===== src/rtl/serial_subtractor_pkg.sv =====
// ============================================================================
// Module      : serial_subtractor_pkg
// Description : Shared FSM encodings and sizing helper for the serial subtractor.
// Revision    : 1.0 - initial release
// ============================================================================
`default_nettype none

package serial_subtractor_pkg;

    typedef enum logic [1:0] {
        ST_IDLE = 2'd0,
        ST_RUN  = 2'd1,
        ST_DONE = 2'd2
    } state_t;

    // Bit-counter width; never below one bit so tiny widths still elaborate.
    function automatic int cnt_width(input int width);
        return (width < 2) ? 1 : $clog2(width);
    endfunction

endpackage

`default_nettype wire


===== src/rtl/serial_subtractor_bit_subtractor.sv =====
// ============================================================================
// Module      : bit_subtractor
// Description : Combinational one-bit full subtractor (x - y - bin).
// Revision    : 1.0 - initial release
// ============================================================================
`default_nettype none

module bit_subtractor (
    input  logic x,
    input  logic y,
    input  logic bin,
    output logic d,
    output logic bout
);

    assign d    = x ^ y ^ bin;
    assign bout = (~x & y) | (~x & bin) | (y & bin);

endmodule

`default_nettype wire


===== src/rtl/serial_subtractor.sv =====
// ============================================================================
// Module      : serial_subtractor
// Description : Bit-serial two's-complement subtractor q = a - b - bin, LSB first.
// Revision    : 1.0 - initial release
// ============================================================================
`default_nettype none

module serial_subtractor
    import serial_subtractor_pkg::*;
#(
    parameter int DATA_WIDTH = 14
) (
    input  logic                  clk,
    input  logic                  rst_n,
    input  logic                  in_valid,
    output logic                  in_ready,
    input  logic [DATA_WIDTH-1:0] a,
    input  logic [DATA_WIDTH-1:0] b,
    input  logic                  bin,
    output logic                  out_valid,
    input  logic                  out_ready,
    output logic [DATA_WIDTH-1:0] q,
    output logic                  bout,
    output logic                  zero
);

    localparam int                c_cnt_w = cnt_width(DATA_WIDTH);
    localparam logic [c_cnt_w-1:0] c_last = c_cnt_w'(DATA_WIDTH - 1);

    state_t                r_state;
    state_t                w_state_next;
    logic [DATA_WIDTH-1:0] r_a;
    logic [DATA_WIDTH-1:0] r_b;
    logic [DATA_WIDTH-1:0] r_res;
    logic                  r_br;
    logic [c_cnt_w-1:0]    r_cnt;

    logic                  w_d;
    logic                  w_bout;
    logic                  w_last;
    logic [DATA_WIDTH-1:0] w_res_next;

    bit_subtractor u_bit_subtractor (
        .x    (r_a[0]),
        .y    (r_b[0]),
        .bin  (r_br),
        .d    (w_d),
        .bout (w_bout)
    );

    assign w_last     = (r_state == ST_RUN) && (r_cnt == c_last);
    assign w_res_next = {w_d, r_res[DATA_WIDTH-1:1]};

    always_ff @(posedge clk or negedge rst_n) begin
        if (!rst_n) begin
            r_state <= ST_IDLE;
        end else begin
            r_state <= w_state_next;
        end
    end

    always_comb begin
        w_state_next = r_state;
        unique case (r_state)
            ST_IDLE: if (in_valid)  w_state_next = ST_RUN;
            ST_RUN:  if (w_last)    w_state_next = ST_DONE;
            ST_DONE: if (out_ready) w_state_next = ST_IDLE;
            default:                w_state_next = ST_IDLE;
        endcase
    end

    // Handshake flags come straight from the state register: no input-to-output path.
    assign in_ready  = (r_state == ST_IDLE);
    assign out_valid = (r_state == ST_DONE);

    always_ff @(posedge clk or negedge rst_n) begin
        if (!rst_n) begin
            r_a   <= '0;
            r_b   <= '0;
            r_res <= '0;
            r_br  <= 1'b0;
            r_cnt <= '0;
            q     <= '0;
            bout  <= 1'b0;
            zero  <= 1'b0;
        end else begin
            if (r_state == ST_IDLE && in_valid) begin
                r_a   <= a;
                r_b   <= b;
                r_br  <= bin;
                r_res <= '0;
                r_cnt <= '0;
            end else if (r_state == ST_RUN) begin
                r_a   <= r_a >> 1;
                r_b   <= r_b >> 1;
                r_res <= w_res_next;
                r_br  <= w_bout;
                r_cnt <= r_cnt + 1'b1;
                // Visible result only updates on the final bit; it holds through RUN.
                if (w_last) begin
                    q    <= w_res_next;
                    bout <= w_bout;
                    zero <= (w_res_next == '0);
                end
            end
        end
    end

endmodule

`default_nettype wire

===== config.mk =====
export PLATFORM = sky130hd
export DESIGN_NAME = serial_subtractor
export DESIGN_NICKNAME = d
export VERILOG_FILES = /design/src/rtl/serial_subtractor_pkg.sv /design/src/rtl/serial_subtractor_bit_subtractor.sv /design/src/rtl/serial_subtractor.sv
export SDC_FILE = /design/constraint.sdc
export NUM_CORES = 1
export LEC_CHECK = 0
export ABC_AREA = 1
export ABC_CLOCK_PERIOD_IN_PS = 1500
export BUFFER_PORTS_ARGS = -buffer_cell sky130_fd_sc_hd__buf_2
export CORE_MARGIN = 4
export CORE_UTILIZATION = 49
export CTS_CLUSTER_DIAMETER = 100
export DETAILED_ROUTE_END_ITERATION = 8
export GPL_ROUTABILITY_DRIVEN = 0
export GPL_TIMING_DRIVEN = 1
export HOLD_SLACK_MARGIN = 0.03
export PLACE_DENSITY = 0.75
export SYNTH_ARGS = -nofsm -noshare
export SYNTH_HDL_FRONTEND = slang
export SYNTH_SLANG_ARGS = --single-unit

===== constraint.sdc =====
create_clock -name clk -period 1.5 [get_ports clk]
set_clock_uncertainty 0.15 [all_clocks]
set_input_delay 0.15 -clock clk [delete_from_list [all_inputs] [get_ports clk]]
set_output_delay 0.15 -clock clk [all_outputs]
set_load 0.1 [all_outputs]

==> results of run 1 <==
[repair_timing]
action / 4_1_cts / 5_1_grt
hold endpoints to repair: 96 / 0
endpoints found under the setup margin: 17 / 18
pin swaps: 0 / 1
setup buffers: 0 / 1
hold buffers: 32 / 0
resized for setup: 1 / 3
[how the worst min path moves through the flow]
stage / slack, ps / startpoint / endpoint / depth (start not counted)
after floorplan: -300 / rst_n / bout / 0
final: 170 / rst_n / r_res[3] / 2
after global placement: -20 / rst_n / q[2] / 1
after detailed placement: -20 / rst_n / r_res[5] / 1
after global routing: 210 / rst_n / r_res[3] / 2
after CTS: 170 / rst_n / q[2] / 2
[Yosys cell counts]
| master | number |
|---|---|
| xnor2_1 | 1 |
| inv_1 | 14 |
| fa_1 | 1 |
| o21ai_0 | 3 |
| dfrtp_1 | 64 |
| nand2_4 | 1 |
| buf_4 | 2 |
| buf_2 | 5 |
| clkbuf_1 | 1 |
| nand3_1 | 30 |
| nor2_2 | 1 |
| o21ai_2 | 14 |
| o31ai_1 | 1 |
| ha_1 | 2 |
| nor2_4 | 1 |
| buf_6 | 5 |
| inv_2 | 5 |
| nor2_1 | 12 |
| o22ai_1 | 13 |
| nand2_1 | 119 |
| nand2_2 | 1 |
[worst reg2reg max path: cells and delay by family (launching register included)]
family / cells / cell delay, ps
buffers and inverters: 2 / 190
flip-flops: 1 / 370
AO/OA/AOI/OAI: 1 / 50
AND/OR/NAND/NOR: 3 / 440
adder cells (fa/ha/maj): 1 / 150
[metrics by stage]
| stage | util | setup TNS (ps) | total power, mW | hold WS [ps] |
|---|---|---|---|---|
| finish | 0.708 | 0 | 7.86 | 171 |
| global route | 0.708 | -959 | 8.40 | 215 |
| CTS | 0.705 | 0 | 7.89 | 166 |
| detailed placement | 0.605 | -2380 | 6.33 | -16.7 |
| global placement | 0.605 | -1390 | 6.22 | -19.5 |
| floorplan | - | -4660 | 5.46 | -296 |
[cell families after synthesis]
group,synth area share
and+or+nand+nor,0.248
DFF,0.587
adders and majority gates,0.0165
AOI/OAI and AO/OA,0.0830
xor gates and xnor gates,0.00321
buffers and inverters,0.0628
[layout make-up]
cell class / count / area (µm²)
Fill cell: 426 / 1530
Clock buffer: 13 / 159
Inverter: 19 / 78.8
Sequential cell: 64 / 1600
Multi-Input combinational cell: 200 / 970
Tap cell: 70 / 87.6
Timing Repair Buffer: 98 / 771
Clock inverter: 3 / 40.0
[metal layers]
| metal | wire (µm) | share of wire | global-route usage | vias to the layer above |
|---|---|---|---|---|
| met5 | 0 | 0 | 0 | - |
| li1 | - | - | - | 1139 |
| met1 | 2540 | 0.42 | 0.239 | 1073 |
| met4 | 108 | 0.018 | 0.0915 | 0 |
| met3 | 234 | 0.039 | 0.0456 | 10 |
| met2 | 3120 | 0.52 | 0.346 | 44 |
[registers in the layout, indices dropped and copies added (netlist names)]
signal	flops
r_a	14
bout	1
r_state	2
r_cnt	4
q	14
r_res	13
r_b	14
zero	1
r_br	1
[power by group through the flow]
stage / combinational (mW) / sequential (mW) / clock [mW]
floorplan: 1.61 / 3.85 / 0
global placement: 3.42 / 2.80 / 0
detailed placement: 3.51 / 2.83 / 0
CTS: 3.58 / 2.81 / 1.50
global route: 3.92 / 2.90 / 1.58
finish: 3.58 / 2.81 / 1.47
==> summary.md, run 1 <==
| Metric | Value |
|---|---|
| Status | finished clean |
| Buf+Inv Stages, Crit Path | 2 |
| Commonest non-fill, non-tap cell in the layout | nand2_1 |
| Max-slew violation count | 0 |
| Die Ht | 82.6 µm |
| Via density | 4.85 |
| Syn Inst Count | 296 |
| Period utilization | 0.980 |
| Yosys top cell by area | dfrtp_1 |
| DR WL/cell | 12.9 µm |
| Max_cap viols | 0 |
| Crit Path Max Fanout | 30 |
| Antenna cells | 0 |
| YS warnings | 0 |
| Switching portion of total power | 0.442 |
| Slew HR | 0.670 |
| Synth cell types | 21 |
| Critical path depth | 7 |
| Pre-Repair DR Iteration Count | 4 |
| Violation count after the first detailed-route iteration | 95 |
| Min Tclk post-route | 1470 ps |
| Critical-path cell list | inv_1 > ha_1 > nand3_1 > nor2_4 > inv_8 > nand2_1 > o21ai_2 |
| Startpoint types | register |
| CTS tree | built |
| Synthesized netlist net count | 332 |
| CP max stage cell | dfrtp_1 |
| Total CTS buffers | 9 |
| Total core area | 5240 µm² |
| CP required | 1560 ps |
| Peak supply drop | 1130 µV |
| Clock Path Buffers | 2 |
| Seq pwr share | 0.358 |
| Synth Register Bits | 64 |
| Share of cells above drive strength 1 | 0.264 |
| Leakage | 1.88 nW |
| Ports | 51 |
| Internal power component | 4.39 mW |
| Final Setup Violations | 0 |
| Design area | 3710 µm² |
| Power per cell area | 2120 nW/µm² |
| Vias in the first global route | 2258 |
| Gr usage total | 0.201 |
| Share of total power in the clock network | 0.187 |
| Area contributors post-synth | dfrtp_1 (59%), nand2_1 (16%), nand3_1 (5.5%) |
| Global route total overflow | 0 |
| RSZ-0062 raised after global routing | true |
| Inst Count DP | 418 |
| Root Buffer | clkbuf_8 |
| Hpwl dp | 3790 µm |
| Worst Path Arrival | 1530 ps |
| DP Area | 3170 µm² |
| Final setup margin | 30.3 ps |
| Post-DRT Antenna Nets | 0 |
| Largest net degree at the start of global routing | 33 |
| Slowest stage delay, CP | 370 ps |
| Max Freq | 680 MHz |
| Seq/Total Area, Yosys | 0.587 |
| Port Buffers | 50 |
| H-tree depth | 3 |
| Worst Hold Class | in -> async |
| Vias | 2266 |
| Die area | 6830 µm² |
| Initial antenna violation count | 0 |
| Fin nets | 428 |
| Worst slew pin tran | 494 ps |
| Placement Setup Slack | -174 ps |
| R2R setup slack | 30 ps |
| Num Clock Sinks | 64 |
| Final Hold Fails | 0 |
| Routed wire length | 6000 µm |
| Crit path capture type | register |
| Net Sw Power | 3.48 mW |
| Worst Reg-to-Reg Cells | 7 |
| DRC Markers | 0 |
| Commonest non-fill, non-tap cells in the layout | nand2_1 (119), dfrtp_1 (63), buf_2 (48) |
| Cell Rows | 26 |
| Initial Utilization | 0.521 |
| Top delay family on crit path | simple AND/OR/NAND/NOR gates |
| First-pass GRT wire length | 10200 µm |
| Die width | 82.6 µm |
| Yosys top cell area share | 0.587 |
| Crit path to | q[12] |
| Clock transition at the registers of the reported paths | 70 ps |
| Critical R2R Launch | r_cnt[1] |
| Mean Syn Cell Area | 9.22 µm² |
| Crit path kind | reg -> reg |
| Final cell count without fillers | 467 |
| Cell Area, Synth | 2730 µm² |
| Layout area overhead | 35.8% |
| Worst R2R End | q[12] |
| Clock Latency Late Sink | 320 ps |
| Logic pwr share | 0.455 |
| CP startpoint | r_cnt[1] |
(Power assumes the default switching activity.)
==> run 2: changes to the inputs <==
- MAX_ROUTING_LAYER: not set -> met4
==> summary.md, run 2 (synthesis results as in run 1) <==
| Metric | Value |
|---|---|
| Largest net degree at the start of global routing | 33 (unchanged) |
| Switching portion of total power | 0.442 (about the same) |
| Die Ht | 82.6 µm (unchanged) |
| Setup_tns | 0 ps (unchanged) |
| Max Freq | 681 MHz (about the same) |
| Die width | 82.6 µm (unchanged) |
| CP max stage cell | dfrtp_1 |
| Global route total overflow | 0 (unchanged) |
| Hold Slack | 175 ps (+3.02 ps) |
| H-tree depth | 3 (unchanged) |
| Ports | 51 (unchanged) |
| Crit path capture type | register |
| DP Area | 3170 µm² (unchanged) |
| Startpoint types | register |
| Final Hold Fails | 0 (unchanged) |
| Max_cap viols | 0 (unchanged) |
| Slowest stage delay, CP | 370 ps (about the same) |
| RSZ-0062 raised after global routing | true |
| FF/Latch Area | 1600 µm² (unchanged) |
| Leakage | 1.88 nW (unchanged) |
| Net Sw Power | 3.48 mW (about the same) |
| Power per cell area | 2120 nW/µm² (about the same) |
| Pre-Repair DR Iteration Count | 4 (unchanged) |
| Total CTS buffers | 9 (unchanged) |
| Hpwl dp | 3790 µm (unchanged) |
| Critical R2R Launch | r_cnt[1] |
| Design area | 3710 µm² (unchanged) |
| Root Buffer | clkbuf_8 |
| CTS tree | built |
| Initial antenna violation count | 0 (unchanged) |
| Layout area overhead | 35.8% (unchanged) |
| Gr busiest metal | met2 |
| Clock Path Buffers | 2 (unchanged) |
| Max-slew violation count | 0 (unchanged) |
| Final Util | 0.708 (unchanged) |
| Seq pwr share | 0.357 (about the same) |
| Crit Path Max Fanout | 30 (unchanged) |
| Worst Hold Class | in -> async |
| Cell Rows | 26 (unchanged) |
| Fill cell count | 426 (unchanged) |
| DRC Markers | 0 (unchanged) |
| Final Setup Violations | 0 (unchanged) |
| Commonest non-fill, non-tap cell in the layout | nand2_1 |
| Critical-path cell list | inv_1 > ha_1 > nand3_1 > nor2_4 > inv_8 > nand2_1 > o21ai_2 |
| Met1 usage | 0.240 (+0.00142) |
| Violation count after the first detailed-route iteration | 99 (+4.2%) |
| Routed wire length | 5990 µm (-0.20%) |
| Post-DRT Antenna Nets | 0 (unchanged) |
| Min Tclk post-route | 1470 ps (-1.47 ps) |
| Via density | 4.87 (+0.31%) |
| Total core area | 5240 µm² (unchanged) |
| CP startpoint | r_cnt[1] |
| Share of total power in the clock network | 0.188 (about the same) |
| Vias | 2273 (+0.31%) |
| Commonest non-fill, non-tap cells in the layout | nand2_1 (119), dfrtp_1 (63), buf_2 (48) |
| Slew HR | 0.669 (-0.00176) |
| Gr usage total | 0.206 (+0.00527) |
| Largest regs | q: 14 flops, r_a: 14 flops, r_b: 14 flops |
| Num Clock Sinks | 64 (unchanged) |
| Port Buffers | 50 (unchanged) |
| DR WL/cell | 12.8 µm (-0.20%) |
| Initial Utilization | 0.521 (unchanged) |
| Logic pwr share | 0.455 (about the same) |
| CP required | 1560 ps (about the same) |
| Internal power component | 4.39 mW (about the same) |
| Period utilization | 0.979 (about the same) |
| Clock Latency Late Sink | 330 ps (about the same) |
| Status | finished clean |
| Worst slew pin tran | 497 ps (+2.64 ps) |
| M3 GR Usage | 0.0412 (-0.00434) |
| Vias in the first global route | 2268 (+0.44%) |
| Crit path kind | reg -> reg |
| Antenna cells | 0 (unchanged) |
| First-pass GRT wire length | 10200 µm (+0.21%) |
| Met2 Use GR | 0.346 (unchanged) |
| Multi-input logic area | 970 µm² (unchanged) |
| Die area | 6830 µm² (unchanged) |
| Fin nets | 428 (unchanged) |
| Clock transition at the registers of the reported paths | 70 ps (about the same) |
| Share of cells above drive strength 1 | 0.264 (unchanged) |
| Peak supply drop | 1130 µV (about the same) |
| Worst Path Arrival | 1530 ps (about the same) |
## run 2: cell counts in the layout (fill, tap and decap cells not counted)
No cell type changed its count.
## run 2: worst max-delay path, delay by kind of cell, from the launching register on
family,cells,cell delay (ps)
AOI/OAI and AO/OA,1,50
adders and majority gates,1,150
buffers and inverters,2,190
DFF,1,370
and+or+nand+nor,3,430
## run 2: timing repair
| action | in CTS | in global routing |
|---|---|---|
| gates resized for setup | 1 | 3 |
| hold endpoints to repair | 96 | 0 |
| pin swaps | 0 | 1 |
| endpoints found under the setup margin | 17 | 18 |
| hold buffers | 32 | 0 |
| buffers inserted | 0 | 1 |
## run 2: final timing paths
kind | end | slack, ps | cells past startpoint
worst max register to register | q[12] | 30 | 7
max in group asynchronous | r_b[2] | 490 | 3
min in group clk | q[0] | 320 | 2
worst min-delay path | r_res[3] | 170 | 2
worst min register to register | q[0] | 320 | 2
worst max-delay path | q[12] | 30 | 7
## run 2: routing by layer
layer,part of all wire,up-vias
met3,0.039,10
li1,-,1138
met4,0.017,0
met5,0,-
met2,0.52,47
met1,0.43,1078
## run 2: final cells by class
cell class,count,area share
Sequential cell,64,0.432
Multi-Input combinational cell,200,0.261
Timing Repair Buffer,98,0.208
Clock buffer,13,0.0428
Tap cell,70,0.0236
Inverter,19,0.0213
Clock inverter,3,0.0108
## run 2: power groups by stage
stage	Sequential, mW	Combinational (mW)	Clock [mW]
final	2.81	3.58	1.48
after global routing	2.90	3.92	1.58
after CTS	2.81	3.58	1.50
after detailed placement	2.83	3.51	0
after global placement	2.80	3.42	0
after floorplan	3.85	1.61	0
## run 2: stage by stage
stage | std cells | power [mW] | setup slack (ps)
3_3_place_gp | 418 | 6.22 | -107
3_5_place_dp | 418 | 6.33 | -174
2_1_floorplan | 296 | 5.46 | -212
4_1_cts | 466 | 7.89 | 10.9
6_report | 467 | 7.86 | 31.8
5_1_grt | 467 | 8.39 | -66.3
